**config.mk**
```make
export PLATFORM = sky130hd
export DESIGN_NAME = envelope_sequencer_flat
export DESIGN_NICKNAME = d
export VERILOG_FILES = /design/src/rtl/envelope_sequencer_if.sv /design/src/rtl/envelope_sequencer.sv /design/src/flat_wrapper.sv
export SDC_FILE = /design/constraint.sdc
export NUM_CORES = 1
export LEC_CHECK = 0
export BUFFER_PORTS_ARGS = -buffer_cell sky130_fd_sc_hd__buf_2
export CORE_UTILIZATION = 55
export DETAILED_ROUTE_END_ITERATION = 8
export PLACE_DENSITY_LB_ADDON = 0.3
export SLEW_MARGIN = 20
export SYNTH_ARGS = -nofsm -noshare
export SYNTH_HDL_FRONTEND = slang
export SYNTH_SLANG_ARGS = --single-unit
```
**constraint.sdc**
```tcl
create_clock -name clk -period 4.22 [get_ports clk]
set_input_delay 0.211 -clock clk [delete_from_list [all_inputs] [get_ports clk]]
set_output_delay 0.211 -clock clk [all_outputs]
set_load 0.02 [all_outputs]
```
**src/rtl/envelope_sequencer_if.sv**
```systemverilog
`default_nettype none
// ============================================================================
//  Module      : envelope_sequencer_if
//  Description : Command bus from the SPI slave to the envelope sequencer.
//                Carries the 16-bit command word, its strobe and the ready.
//  Revision    : 1.0 - initial release
// ============================================================================
interface envelope_sequencer_if;
   logic        cmd_valid;
   logic [15:0] cmd_data;
   logic        cmd_ready;

   modport master (output cmd_valid, output cmd_data, input  cmd_ready);
   modport slave  (input  cmd_valid, input  cmd_data, output cmd_ready);
endinterface
`default_nettype wire

```
**src/rtl/envelope_sequencer.sv**
```systemverilog
`default_nettype none
// ============================================================================
//  Module      : envelope_sequencer
//  Description : Decodes 16-bit note/envelope commands and runs an ADSR
//                envelope on a prescaled tick, driving amp level, oscillator
//                pitch and a one-cycle oscillator restart pulse.
//                Optional macro CMD_CHANGE_DETECT_EN: accept a command whenever
//                the word changes instead of on cmd_valid strobes.
//  Revision    : 1.0 - initial release
// ============================================================================
module envelope_sequencer #(
   parameter int CLKSPEED = 48_000_000,
   parameter int TICK_HZ  = 1000
) (
   input  logic                 clk,
   input  logic                 rst_n,
   envelope_sequencer_if.slave  cmd,
   output logic [9:0]           amp,
   output logic [9:0]           freq_mod,
   output logic                 osc_restart,
   output logic                 gate,
   output logic [2:0]           state
);

   localparam int              c_period     = CLKSPEED / TICK_HZ;
   localparam int              c_pw         = (c_period > 1) ? $clog2(c_period) : 1;
   localparam logic [c_pw-1:0] c_presc_last = c_pw'(c_period - 1);

   localparam logic [3:0] c_op_note_on  = 4'h1;
   localparam logic [3:0] c_op_note_off = 4'h2;
   localparam logic [3:0] c_op_attack   = 4'h3;
   localparam logic [3:0] c_op_decay    = 4'h4;
   localparam logic [3:0] c_op_sustain  = 4'h5;
   localparam logic [3:0] c_op_release  = 4'h6;

   typedef enum logic [2:0] {
      ST_IDLE    = 3'd0,
      ST_ATTACK  = 3'd1,
      ST_DECAY   = 3'd2,
      ST_SUSTAIN = 3'd3,
      ST_RELEASE = 3'd4
   } env_state_t;

   env_state_t      r_state, w_state_nxt;
   logic [9:0]      r_amp, w_amp_nxt;
   logic            r_gate, w_gate_nxt;
   logic [c_pw-1:0] r_presc;
   logic            r_ready_pre, r_ready;
   logic [9:0]      r_attack, r_decay, r_sustain, r_release;
   logic [9:0]      r_freq;
   logic            r_osc_restart;

   logic            w_tick, w_accept, w_note_on, w_note_off;
   logic [3:0]      w_op;
   logic [9:0]      w_arg;
   logic [10:0]     w_attack_sum, w_above_sus;
   logic            unused_bits;

   assign w_tick = (r_presc == c_presc_last);
   assign w_op   = cmd.cmd_data[15:12];
   assign w_arg  = cmd.cmd_data[9:0];

`ifdef CMD_CHANGE_DETECT_EN
   logic [15:0] r_prev_data;

   // Previous word, only tracked once commands can be taken so nothing is lost
   always_ff @(posedge clk or negedge rst_n) begin
      if (!rst_n)       r_prev_data <= 16'h0000;
      else if (r_ready) r_prev_data <= cmd.cmd_data;
   end

   assign w_accept    = r_ready && (cmd.cmd_data != r_prev_data);
   assign unused_bits = ^{cmd.cmd_data[11:10], cmd.cmd_valid};
`else
   assign w_accept    = r_ready && cmd.cmd_valid;
   assign unused_bits = ^cmd.cmd_data[11:10];
`endif

   assign w_note_on  = w_accept && (w_op == c_op_note_on);
   assign w_note_off = w_accept && (w_op == c_op_note_off) &&
                       ((r_state == ST_ATTACK) || (r_state == ST_DECAY) ||
                        (r_state == ST_SUSTAIN));

   // 11-bit intermediates so neither direction can wrap before saturation
   assign w_attack_sum = {1'b0, r_amp} + {1'b0, r_attack};
   assign w_above_sus  = {1'b0, r_amp} - {1'b0, r_sustain};

   // Free-running tick prescaler, never disturbed by commands
   always_ff @(posedge clk or negedge rst_n) begin
      if (!rst_n)      r_presc <= '0;
      else if (w_tick) r_presc <= '0;
      else             r_presc <= r_presc + 1'b1;
   end

   // Two-stage ready so commands open up on the second edge after reset
   always_ff @(posedge clk or negedge rst_n) begin
      if (!rst_n) begin
         r_ready_pre <= 1'b0;
         r_ready     <= 1'b0;
      end else begin
         r_ready_pre <= 1'b1;
         r_ready     <= r_ready_pre;
      end
   end

   // Envelope state, level and gate registers
   always_ff @(posedge clk or negedge rst_n) begin
      if (!rst_n) begin
         r_state <= ST_IDLE;
         r_amp   <= 10'd0;
         r_gate  <= 1'b0;
      end else begin
         r_state <= w_state_nxt;
         r_amp   <= w_amp_nxt;
         r_gate  <= w_gate_nxt;
      end
   end

   // Next envelope state; note events pre-empt the tick update of that cycle
   always_comb begin
      w_state_nxt = r_state;
      w_amp_nxt   = r_amp;
      w_gate_nxt  = r_gate;
      if (w_note_on) begin
         w_state_nxt = ST_ATTACK;
         w_gate_nxt  = 1'b1;
      end else if (w_note_off) begin
         w_state_nxt = ST_RELEASE;
         w_gate_nxt  = 1'b0;
      end else begin
         case (r_state)
            ST_ATTACK: if (w_tick) begin
               if ((r_attack == 10'd0) || (w_attack_sum >= 11'd1023)) begin
                  w_amp_nxt   = 10'd1023;
                  w_state_nxt = ST_DECAY;
               end else begin
                  w_amp_nxt = w_attack_sum[9:0];
               end
            end
            ST_DECAY: if (w_tick) begin
               if ((r_decay == 10'd0) || (r_amp <= r_sustain) ||
                   (w_above_sus <= {1'b0, r_decay})) begin
                  w_amp_nxt   = r_sustain;
                  w_state_nxt = ST_SUSTAIN;
               end else begin
                  w_amp_nxt = r_amp - r_decay;
               end
            end
            ST_SUSTAIN: w_amp_nxt = r_sustain;
            ST_RELEASE: if (w_tick) begin
               if ((r_release == 10'd0) || (r_amp <= r_release)) begin
                  w_amp_nxt   = 10'd0;
                  w_state_nxt = ST_IDLE;
               end else begin
                  w_amp_nxt = r_amp - r_release;
               end
            end
            default: ;
         endcase
      end
   end

   // Command-loaded registers and the oscillator restart pulse
   always_ff @(posedge clk or negedge rst_n) begin
      if (!rst_n) begin
         r_attack      <= 10'd8;
         r_decay       <= 10'd4;
         r_sustain     <= 10'd768;
         r_release     <= 10'd2;
         r_freq        <= 10'd0;
         r_osc_restart <= 1'b0;
      end else begin
         r_osc_restart <= w_note_on;
         if (w_accept) begin
            case (w_op)
               c_op_note_on: r_freq    <= w_arg;
               c_op_attack:  r_attack  <= w_arg;
               c_op_decay:   r_decay   <= w_arg;
               c_op_sustain: r_sustain <= w_arg;
               c_op_release: r_release <= w_arg;
               default: ;
            endcase
         end
      end
   end

   assign cmd.cmd_ready = r_ready;
   assign amp           = r_amp;
   assign freq_mod      = r_freq;
   assign osc_restart   = r_osc_restart;
   assign gate          = r_gate;
   assign state         = r_state;

endmodule
`default_nettype wire

```
**src/flat_wrapper.sv**
```systemverilog
// flat-port wrapper written by rule: the top's interface ports become plain ports
module envelope_sequencer_flat 
#(
   parameter int CLKSPEED = 48_000_000,
   parameter int TICK_HZ  = 1000
)
  (clk, rst_n, amp, freq_mod, osc_restart, gate, state, cmd_cmd_valid, cmd_cmd_data, cmd_cmd_ready);
  envelope_sequencer_if cmd_i ();
  input  logic clk;
  input  logic rst_n;
  output logic [9:0] amp;
  output logic [9:0] freq_mod;
  output logic osc_restart;
  output logic gate;
  output logic [2:0] state;
  input wire logic [$bits(cmd_i.cmd_valid)-1:0] cmd_cmd_valid;
  input wire logic [$bits(cmd_i.cmd_data)-1:0] cmd_cmd_data;
  output wire logic [$bits(cmd_i.cmd_ready)-1:0] cmd_cmd_ready;
  assign cmd_i.cmd_valid = cmd_cmd_valid;
  assign cmd_i.cmd_data = cmd_cmd_data;
  assign cmd_cmd_ready = cmd_i.cmd_ready;
  envelope_sequencer #(.CLKSPEED(CLKSPEED), .TICK_HZ(TICK_HZ)) u_core (.clk(clk), .rst_n(rst_n), .cmd(cmd_i), .amp(amp), .freq_mod(freq_mod), .osc_restart(osc_restart), .gate(gate), .state(state));
endmodule
```
==> impl_metrics.ini, run 1 <==
[run_status]
outcome = completed

[synth]
synth_area_um2 = 5610
synth_top_family_by_area = compound AO/OA/AOI/OAI gates
synth_seq_area_share = 0.372
ys_seq_elements = 83
synth_flop_cell = dfrtp_1
synth_top_area_frac = 0.348
synth-async-reset-ratio = 1.00
synthAdderAreaFrac = 0.126
synth_edf_count = 0
synth_xor_area_frac = 0.0656
synth_area_leader_cell = dfrtp_1
synth.area.top_cells = dfrtp_1 (35%), ha_1 (11%), mux2_2 (6.2%)
ys_types = 57
muxShareOfSynthArea = 0.0623
synth_compound_area_frac = 0.175
yosys.area_share.simple = 0.158
avgSynthCellArea_um2 = 9.40
yosys_warnings = 0
syn-num-nets = 669
netlist_instances = 596

[layout]
n_antenna_cell = 0
final_area_um2 = 6290
syn_to_final_growth_pct = 12.2
drive_gt1_frac = 0.181
finish.utilization = 0.641
nFillCells = 841
fin_nets = 724

[pwr]
finalPower_mw = 2.82
ir_drop_mv = 0.238
powerDensity_nw_per_um2 = 448
leakagePower_nw = 2.76

[die]
die_x_um = 103
die_h_um = 103
pin_count = 45
die_area_um2 = 10600
row_count = 36
start_util = 0.571
coreArea_um2 = 9820

[placed_design]
hpwl_um = 10800
io_buffers = 42
place_area_um2 = 6030
gp_congestion = 0.963

[hold_path]
hp-class = in2reg

[global_route]
grt_max_degree = 84
grt_pass1_vias = 4618
antenna_found_initial = 0
grt-ovfl-total = 0
grt_pass1_wl_um = 22400
track_usage = 0.279

[clock_network]
clock_sinks = 83
htreeDepth = 3
cts-buffers-inserted = 9
clkTransAtPathRegs_ns = 0.09
cts_root_buf = clkbuf_8
cts_buffer_depth = 2
insertion_delay_ns = 0.37
cts_tree = done

[worst_setup_path]
startpoint_type = flop
arrival_ns = 4.19
path_cells = inv_1 -> ha_1 -> a21oi_1 -> o22ai_1 -> o41ai_2 -> inv_1 -> a21oi_1 -> o21bai_1 -> xor2_1 -> ha_1 -> a21oi_1 -> nand2_1 -> nor4_1 -> o31a_2 -> a2111oi_4 -> buf_4 -> and2_1 -> a211oi_1 -> a211oi_1
slowest_delay_ns = 0.41
critPathMaxFanout = 4
path_common_cell = a21oi_1
path_class = reg2reg
cp-end-kind = flop
critPathSlowestCell = dfrtp_1
required_ns = 4.45

[detailed_routing]
wirelength_um = 14000
antenna_left = 0
drc = 0
routed_via_density = 5.92
wl_per_cell_um = 17.7
first_pass_iters = 5
drtIter0Drc = 281
vias = 4673

[timing]
fin_skew_ns = 0.0117
setup_violations = 0
setup_tns_ns = 0
worstMarginPinSlew_ns = 0.855
fin_crit_sh = 0.937
finalHoldWorstSlack_ns = 0.122
rsz0062_at_grt = no
fmax_mhz = 253
hold_viol = 0
slew-limit-headroom = 0.421
drv_slew = 0
min_period_ns = 3.95

[flow_run]
maxCapViolCount = 0
final timing paths:
path	startpoint	end	slack, ns	cells past startpoint
worst max-delay path	u_core.r_sustain[1]	u_core.amp[3]	0.27	19
worst min-delay path	cmd_cmd_data[9]	u_core.r_sustain[9]	0.12	3
worst max register to register	u_core.r_sustain[1]	u_core.amp[3]	0.27	19
worst min register to register	u_core.r_ready_pre	u_core.cmd.cmd_ready	0.36	0
max in group asynchronous	rst_n	u_core.r_release[9]	3.23	2
min in group asynchronous	rst_n	u_core.r_sustain[3]	0.44	2
timing repair:
item	in CTS	in global routing
endpoints found under the hold margin	0	59
hold buffers	0	1
setup buffers	0	1
resized for setup	0	2
setup endpoints to repair	0	9
state kept, by name, summed over array words and instances (netlist names):
name and count:
u_core.gate 1, u_core.r_attack 10, u_core.osc_restart 1, u_core.freq_mod 10
u_core.r_presc 16, u_core.r_sustain 10, u_core.amp 10, u_core.r_ready_pre 1
u_core.state 3, u_core.r_decay 10, u_core.cmd.cmd_ready 1, u_core.r_release 10
power breakdown:
| group | internal (mW) | switching, mW | leakage [nW] |
|---|---|---|---|
| clock | 0.339 | 0.325 | 0.111 |
| sequential | 0.909 | 0.0875 | 0.990 |
| combinational | 0.484 | 0.672 | 1.66 |
cells in the mapped netlist (2+ instances only):
cell type  number
dfrtp_1        78
inv_1          51
ha_1           50
o21ai_0        49
nand2_1        45
nor2_1         44
mux2_2         31
a21oi_1        23
xnor2_1        23
xor2_1         19
nand3_1        15
a211oi_1       12
nor3_1         12
clkbuf_1       10
nand4_1        10
nor4_1         10
nor2b_1         8
o211ai_1        7
o21a_1          7
and2_1          6
o22ai_1         6
or3_1           6
a221oi_1        5
dfstp_2         5
a21boi_0        4
a21o_1          4
and3_1          4
fa_1            4
nand2b_1        4
o21bai_1        4
a31oi_1         3
and4_1          3
or2_2           3
or4_1           3
a211oi_2        2
a311oi_1        2
nand3b_1        2
nor3b_1         2
o2111ai_1       2
layout by cell type, fill, tap and decap left out, drive strengths merged, types with 7 or more instances in the layout:
master  netlist  layout
clkbuf       10       9
nor2         45      45
ha           50      50
o211ai        7       7
nor4         11      11
dfrtp        78      78
nand4        10      10
nor3         12      12
o21ai        50      50
a21oi        23      23
nand3        15      15
inv          51      52
nor2b         8       8
xnor2        23      23
buf           0      53
mux2         31      31
xor2         19      19
a211oi       14      14
o21a          7       7
nand2        45      45
kinds of logic after synthesis:
group                      after synthesis
and+or+nand+nor                        179
DFF                                     83
adders and majority gates               54
buffers and inverters                   61
AOI/OAI and AO/OA                      145
xor gates and xnor gates                42
muxes                                   31
other                                    1
cell type report:
type	count	area [um2]	area share
flip-flops and latches	83	2080	0.331
clock buffers	9	124	0.0197
inverters	51	191	0.0304
repair buffers	54	309	0.0491
multi-input cells	452	3320	0.527
well taps	133	166	0.0265
clock inverters	7	101	0.0161
worst max-delay path, delay by kind of cell, from the launching register on:
| family | cells | cell delay (ns) |
|---|---|---|
| AO/OA/AOI/OAI | 10 | 1.81 |
| adder cells (fa/ha/maj) | 2 | 0.59 |
| AND/OR/NAND/NOR | 3 | 0.49 |
| flip-flops | 1 | 0.41 |
| buffers and inverters | 3 | 0.40 |
| XOR/XNOR | 1 | 0.15 |
per-layer routing:
layer  part of all wire  GRT usage  up-vias
met5                  0          0        -
met4              0.027      0.108        0
met3              0.054     0.0393       33
met2               0.47      0.464      147
met1               0.45      0.369     2233
li1                   -          -     2260
stage by stage:
stage / setup slack, ns / cells
6_report: 0.265 / 789
5_1_grt: 0.0385 / 789
4_1_cts: 0.183 / 787
3_5_place_dp: 0.203 / 771
3_3_place_gp: 0.270 / 771
2_1_floorplan: 0.163 / 596
Power figures use the tool's default switching activity.
==> run 2, diff against run 1 <==
CELL_PAD_IN_SITES_DETAIL_PLACEMENT = 0   (was unset)
CELL_PAD_IN_SITES_GLOBAL_PLACEMENT = 1   (was unset)
CORE_UTILIZATION = 43   (was 55)
==> impl_metrics.ini, run 2 (synthesis gave the netlist of run 1 again) <==
[pwr]
powerDensity_nw_per_um2 = 454
leakagePower_nw = 2.78
ir_drop_mv = 0.226

[layout]
fin_nets = 726
finish.utilization = 0.506
largest_reg_flops = 16
regMostFlops = u_core.r_presc
n_antenna_cell = 0
syn_to_final_growth_pct = 14.3
final_cells = 830
final_cell_mix = dfrtp_1 (78), inv_1 (51), ha_1 (50), o21ai_0 (49), nand2_1 (45)
drive_gt1_frac = 0.182
mostFrequentLayoutCell = dfrtp_1

[run_status]
outcome = completed

[detailed_routing]
wirelength_um = 14700
first_pass_iters = 5
route.met3.wl_um = 577
drc = 0
drtIter0Drc = 338
wl_met1_um = 7070
vias = 4627
met2_length_um = 6710
antenna_left = 0
wl_per_cell_um = 17.7
top_layer = met4
routed_via_density = 5.57

[clock_network]
cts_root_buf = clkbuf_16
cts-buffers-inserted = 9
post-cts-setup-buffers = 0
clock_sinks = 83
insertion_delay_ns = 0.35
htreeDepth = 3
cts_buffer_depth = 2
clkTransAtPathRegs_ns = 0.07
cts_tree = done

[worst_setup_path]
path_class = reg2reg
slowest_delay_ns = 0.43
critPathMaxFanout = 9
cp-end-kind = flop
arrival_ns = 4.25
required_ns = 4.43
critPathSlowestCell = fa_1
startpoint_type = flop
path_cells = inv_1 -> ha_1 -> inv_1 -> fa_1 -> a211oi_2 -> nor2_1 -> o21a_1 -> nor2_1 -> xnor2_1 -> ha_1 -> nand4_1 -> a21oi_1 -> nor4_1 -> o31a_2 -> a2111oi_4 -> nor2_4 -> a221oi_1 -> a211oi_1

[die]
row_count = 41
pin_count = 45
die_area_um2 = 13500
die_x_um = 116
die_h_um = 116
coreArea_um2 = 12700
start_util = 0.442

[timing]
rsz0062_at_grt = no
setup_violations = 0
min_period_ns = 4.04
worstMarginPinSlew_ns = 0.902
fin_ws_ns = 0.180
hold_viol = 0
slew-limit-headroom = 0.389
setup_tns_ns = 0
drv_slew = 0
fmax_mhz = 247
fin_skew_ns = 0.00712
fin_crit_sh = 0.957

[global_route]
grt_pass1_vias = 4500
grt_max_degree = 84
track_usage = 0.237
grt_pass1_wl_um = 23800
grt-ovfl-total = 0
antenna_found_initial = 0

[placed_design]
pre_cts_slack_ns = 0.150
io_buffers = 42
hpwl_um = 11400
dp_cells = 813
gp_congestion = 0.918

[hold_path]
hp-class = in2reg

[flow_run]
maxCapViolCount = 0
-- run 2: cell count changes in the layout (fill, tap and decap cells not counted), sizes merged --
| cell | delta |
|---|---|
| bufinv | -2 |
| clkinv | -2 |
| buf | +2 |
| inv | +1 |
| clkbuf | +1 |
| clkinvlp | +2 |
-- run 2: layout make-up --
class                      instances  area [um2]
fill                            1202        6260
sequential                        83        2080
inverter                          51         191
tap                              172         215
timing repair buffer              56         324
clock inverter                     6        48.8
multi-input combinational        452        3320
clock buffer                      10         229
-- run 2: power by group --
group          internal (mW)  switching, mW  leakage, nW
registers              0.911         0.0892        0.990
clock network          0.404          0.345        0.126
logic                  0.484          0.677         1.67
total                   1.80           1.11         2.78
-- run 2: routing by layer --
layer	track usage	vias to the layer above
met1	0.331	2229
met5	0	-
met4	0.0966	0
li1	-	2273
met2	0.377	104
met3	0.0270	21
-- run 2: repair_timing --
action / 4_1_cts / 5_1_grt
setup endpoints to repair: 0 / 6
resized for setup: 0 / 2
hold buffers: 0 / 1
endpoints found under the hold margin: 0 / 36
-- run 2: worst paths after layout --
check | start | slack [ns] | cells past startpoint | endpoint
hold reg to reg | u_core.r_ready_pre | 0.36 | 0 | u_core.cmd.cmd_ready
max in group asynchronous | rst_n | 3.22 | 2 | u_core.r_attack[2]
setup reg to reg | u_core.amp[0] | 0.18 | 18 | u_core.amp[0]
hold / removal | cmd_cmd_data[9] | 0.14 | 3 | u_core.r_sustain[9]
setup / recovery | u_core.amp[0] | 0.18 | 18 | u_core.amp[0]
min in group asynchronous | rst_n | 0.47 | 2 | u_core.r_presc[12]
-- run 2: per-stage QoR --
step | power (mW) | area, um2 | hold WS, ns
3_3_place_gp | 2.12 | 6100 | 0.347
3_5_place_dp | 2.15 | 6100 | 0.339
6_report | 2.91 | 6410 | 0.144
2_1_floorplan | 1.84 | 5610 | -0.0846
5_1_grt | 3.11 | 6410 | 0.161
4_1_cts | 2.90 | 6380 | 0.103
-- run 2: critical path, delay by kind of cell (launching register included) --
family / cells / cell delay (ns)
buf+inv: 2 / 0.20
xor+xnor: 1 / 0.09
flops: 1 / 0.42
fa+ha+maj: 3 / 0.88
compound gates: 7 / 1.80
simple gates: 5 / 0.50
==> run 3, diff against run 2 <==
CORE_MARGIN = 10   (was unset)
==> impl_metrics.ini, run 3 (synthesis gave the netlist of run 1 again) <==
[run_status]
outcome = completed

[global_route]
grt_max_degree = 84
grt_pass1_vias = 4789
grt-ovfl-total = 0
track_usage = 0.168
grt_pass1_wl_um = 24400
antenna_found_initial = 0

[pwr]
p_int_mw = 1.93
power.net_switching_mw = 1.12
clkPwrFrac = 0.284
leakagePower_nw = 2.84
ir_drop_mv = 0.190
switching_share = 0.367
combPwrFrac = 0.387
powerDensity_nw_per_um2 = 468
seqPwrFrac = 0.329

[die]
pin_count = 45
row_count = 41
die_x_um = 134
die_h_um = 134
start_util = 0.442
coreArea_um2 = 12700
die_area_um2 = 18000

[timing]
setup_violations = 0
slew-limit-headroom = 0.370
rsz0062_at_grt = no
drv_slew = 0
fin_skew_ns = 0.0103
min_period_ns = 3.94
worstMarginPinSlew_ns = 0.930
finalHoldWorstSlack_ns = 0.169
hold_viol = 0
fmax_mhz = 254
setup_tns_ns = 0
fin_crit_sh = 0.933

[layout]
mostFrequentLayoutCell = dfrtp_1
fin_nets = 728
final_cell_mix = dfrtp_1 (78), inv_1 (50), ha_1 (50), o21ai_0 (49), nand2_1 (45)
regMostFlops = u_core.r_presc
largest_reg_flops = 16
syn_to_final_growth_pct = 16.1
multiInputGateArea_um2 = 3360
regArea_um2 = 2080
drive_gt1_frac = 0.198
nFillCells = 1170
n_antenna_cell = 0

[hold_path]
hold_depth = 3
hp-class = in2reg
hold_end = u_core.r_sustain[8]
worst_hold_startpoint = cmd_cmd_data[8]

[worst_setup_path]
required_ns = 4.42
arrival_ns = 4.13
path_common_cell = a211oi_2
critPathSlowestCell = dfrtp_1
path_class = reg2reg
r2r_end = u_core.amp[4]
slowest_delay_ns = 0.43
startpoint_type = flop
critPathMaxFanout = 5
r2r_setup_slack_ns = 0.28
cp-end-kind = flop
r2r_start = u_core.amp[0]
path_cells = inv_2 -> ha_1 -> inv_1 -> fa_2 -> a211oi_2 -> nor2_1 -> o21a_1 -> nor2_1 -> xnor2_1 -> ha_1 -> nand4_1 -> a21oi_1 -> nor4_2 -> o31a_2 -> a2111oi_4 -> nor2_4 -> buf_4 -> a211oi_2 -> a211oi_2
rr_worst_depth = 19

[placed_design]
io_buffers = 42
gp_congestion = 0.901
hpwl_um = 11800

[detailed_routing]
first_pass_iters = 5
wirelength_um = 15300
vias = 4688
drc = 0
antenna_left = 0
routed_via_density = 5.63
drtIter0Drc = 217
wl_per_cell_um = 18.3

[clock_network]
clock_sinks = 83
cts_tree = done
insertion_delay_ns = 0.34
cts_buffer_depth = 2
cts_root_buf = clkbuf_16
htreeDepth = 3
cts-buffers-inserted = 9
clkTransAtPathRegs_ns = 0.06

[flow_run]
maxCapViolCount = 0
-- run 3: worst max-delay path by stage --
stage	slack (ns)	cells past startpoint	start	endpoint
6_report	0.28	19	u_core.amp[0]	u_core.amp[4]
5_1_grt	0.008	19	u_core.amp[0]	u_core.amp[4]
4_1_cts	0.18	18	u_core.amp[0]	u_core.amp[0]
3_5_place_dp	0.19	18	u_core.amp[0]	u_core.amp[0]
3_3_place_gp	0.27	18	u_core.amp[0]	u_core.amp[0]
2_1_floorplan	0.16	16	u_core.amp[1]	u_core.amp[4]
-- run 3: layer usage --
layer  share of wire  GRT usage  routed length [um]  up-vias
li1                -          -                   -     2264
met1            0.47      0.229                7240     2307
met2            0.46      0.267                7070       98
met3           0.041     0.0273                 627       19
met4           0.020     0.0526                 312        0
met5               0          0                   0        -
-- run 3: power groups by stage --
stage          clock (mW)  sequential (mW)  combinational (mW)
6_report            0.866             1.00                1.18
5_1_grt             0.919             1.02                1.32
4_1_cts             0.885            0.999                1.15
3_5_place_dp            0             1.01                1.14
3_3_place_gp            0             1.01                1.11
2_1_floorplan           0             1.01               0.834
-- run 3: repair_timing --
item / 4_1_cts / 5_1_grt
hold buffers: 0 / 1
endpoints found under the setup margin: 0 / 10
buffers inserted: 0 / 3
gates resized for setup: 0 / 9
endpoints found under the hold margin: 0 / 20
-- run 3: critical path: cells and delay by family, from the launching register on --
kind,cells,cell delay [ns]
AOI/OAI and AO/OA,7,1.63
adders and majority gates,3,0.83
and+or+nand+nor,5,0.50
DFF,1,0.43
buffers and inverters,3,0.33
xor gates and xnor gates,1,0.09
-- run 3: layout make-up --
class,instances,area share
multi-input combinational,453,0.515
sequential,83,0.320
timing repair buffer,57,0.0509
clock buffer,9,0.0346
tap,172,0.0331
inverter,51,0.0294
clock inverter,7,0.0165
-- run 3: per-stage QoR --
stage / utilization / instances / total power [mW] / cell area [um2] / setup WS (ns)
6_report: 0.514 / 832 / 3.05 / 6510 / 0.284
5_1_grt: 0.514 / 832 / 3.25 / 6510 / 0.00837
4_1_cts: 0.507 / 827 / 3.03 / 6420 / 0.178
3_5_place_dp: 0.480 / 811 / 2.15 / 6090 / 0.191
3_3_place_gp: 0.480 / 811 / 2.12 / 6080 / 0.268
2_1_floorplan: - / 596 / 1.84 / 5610 / 0.163
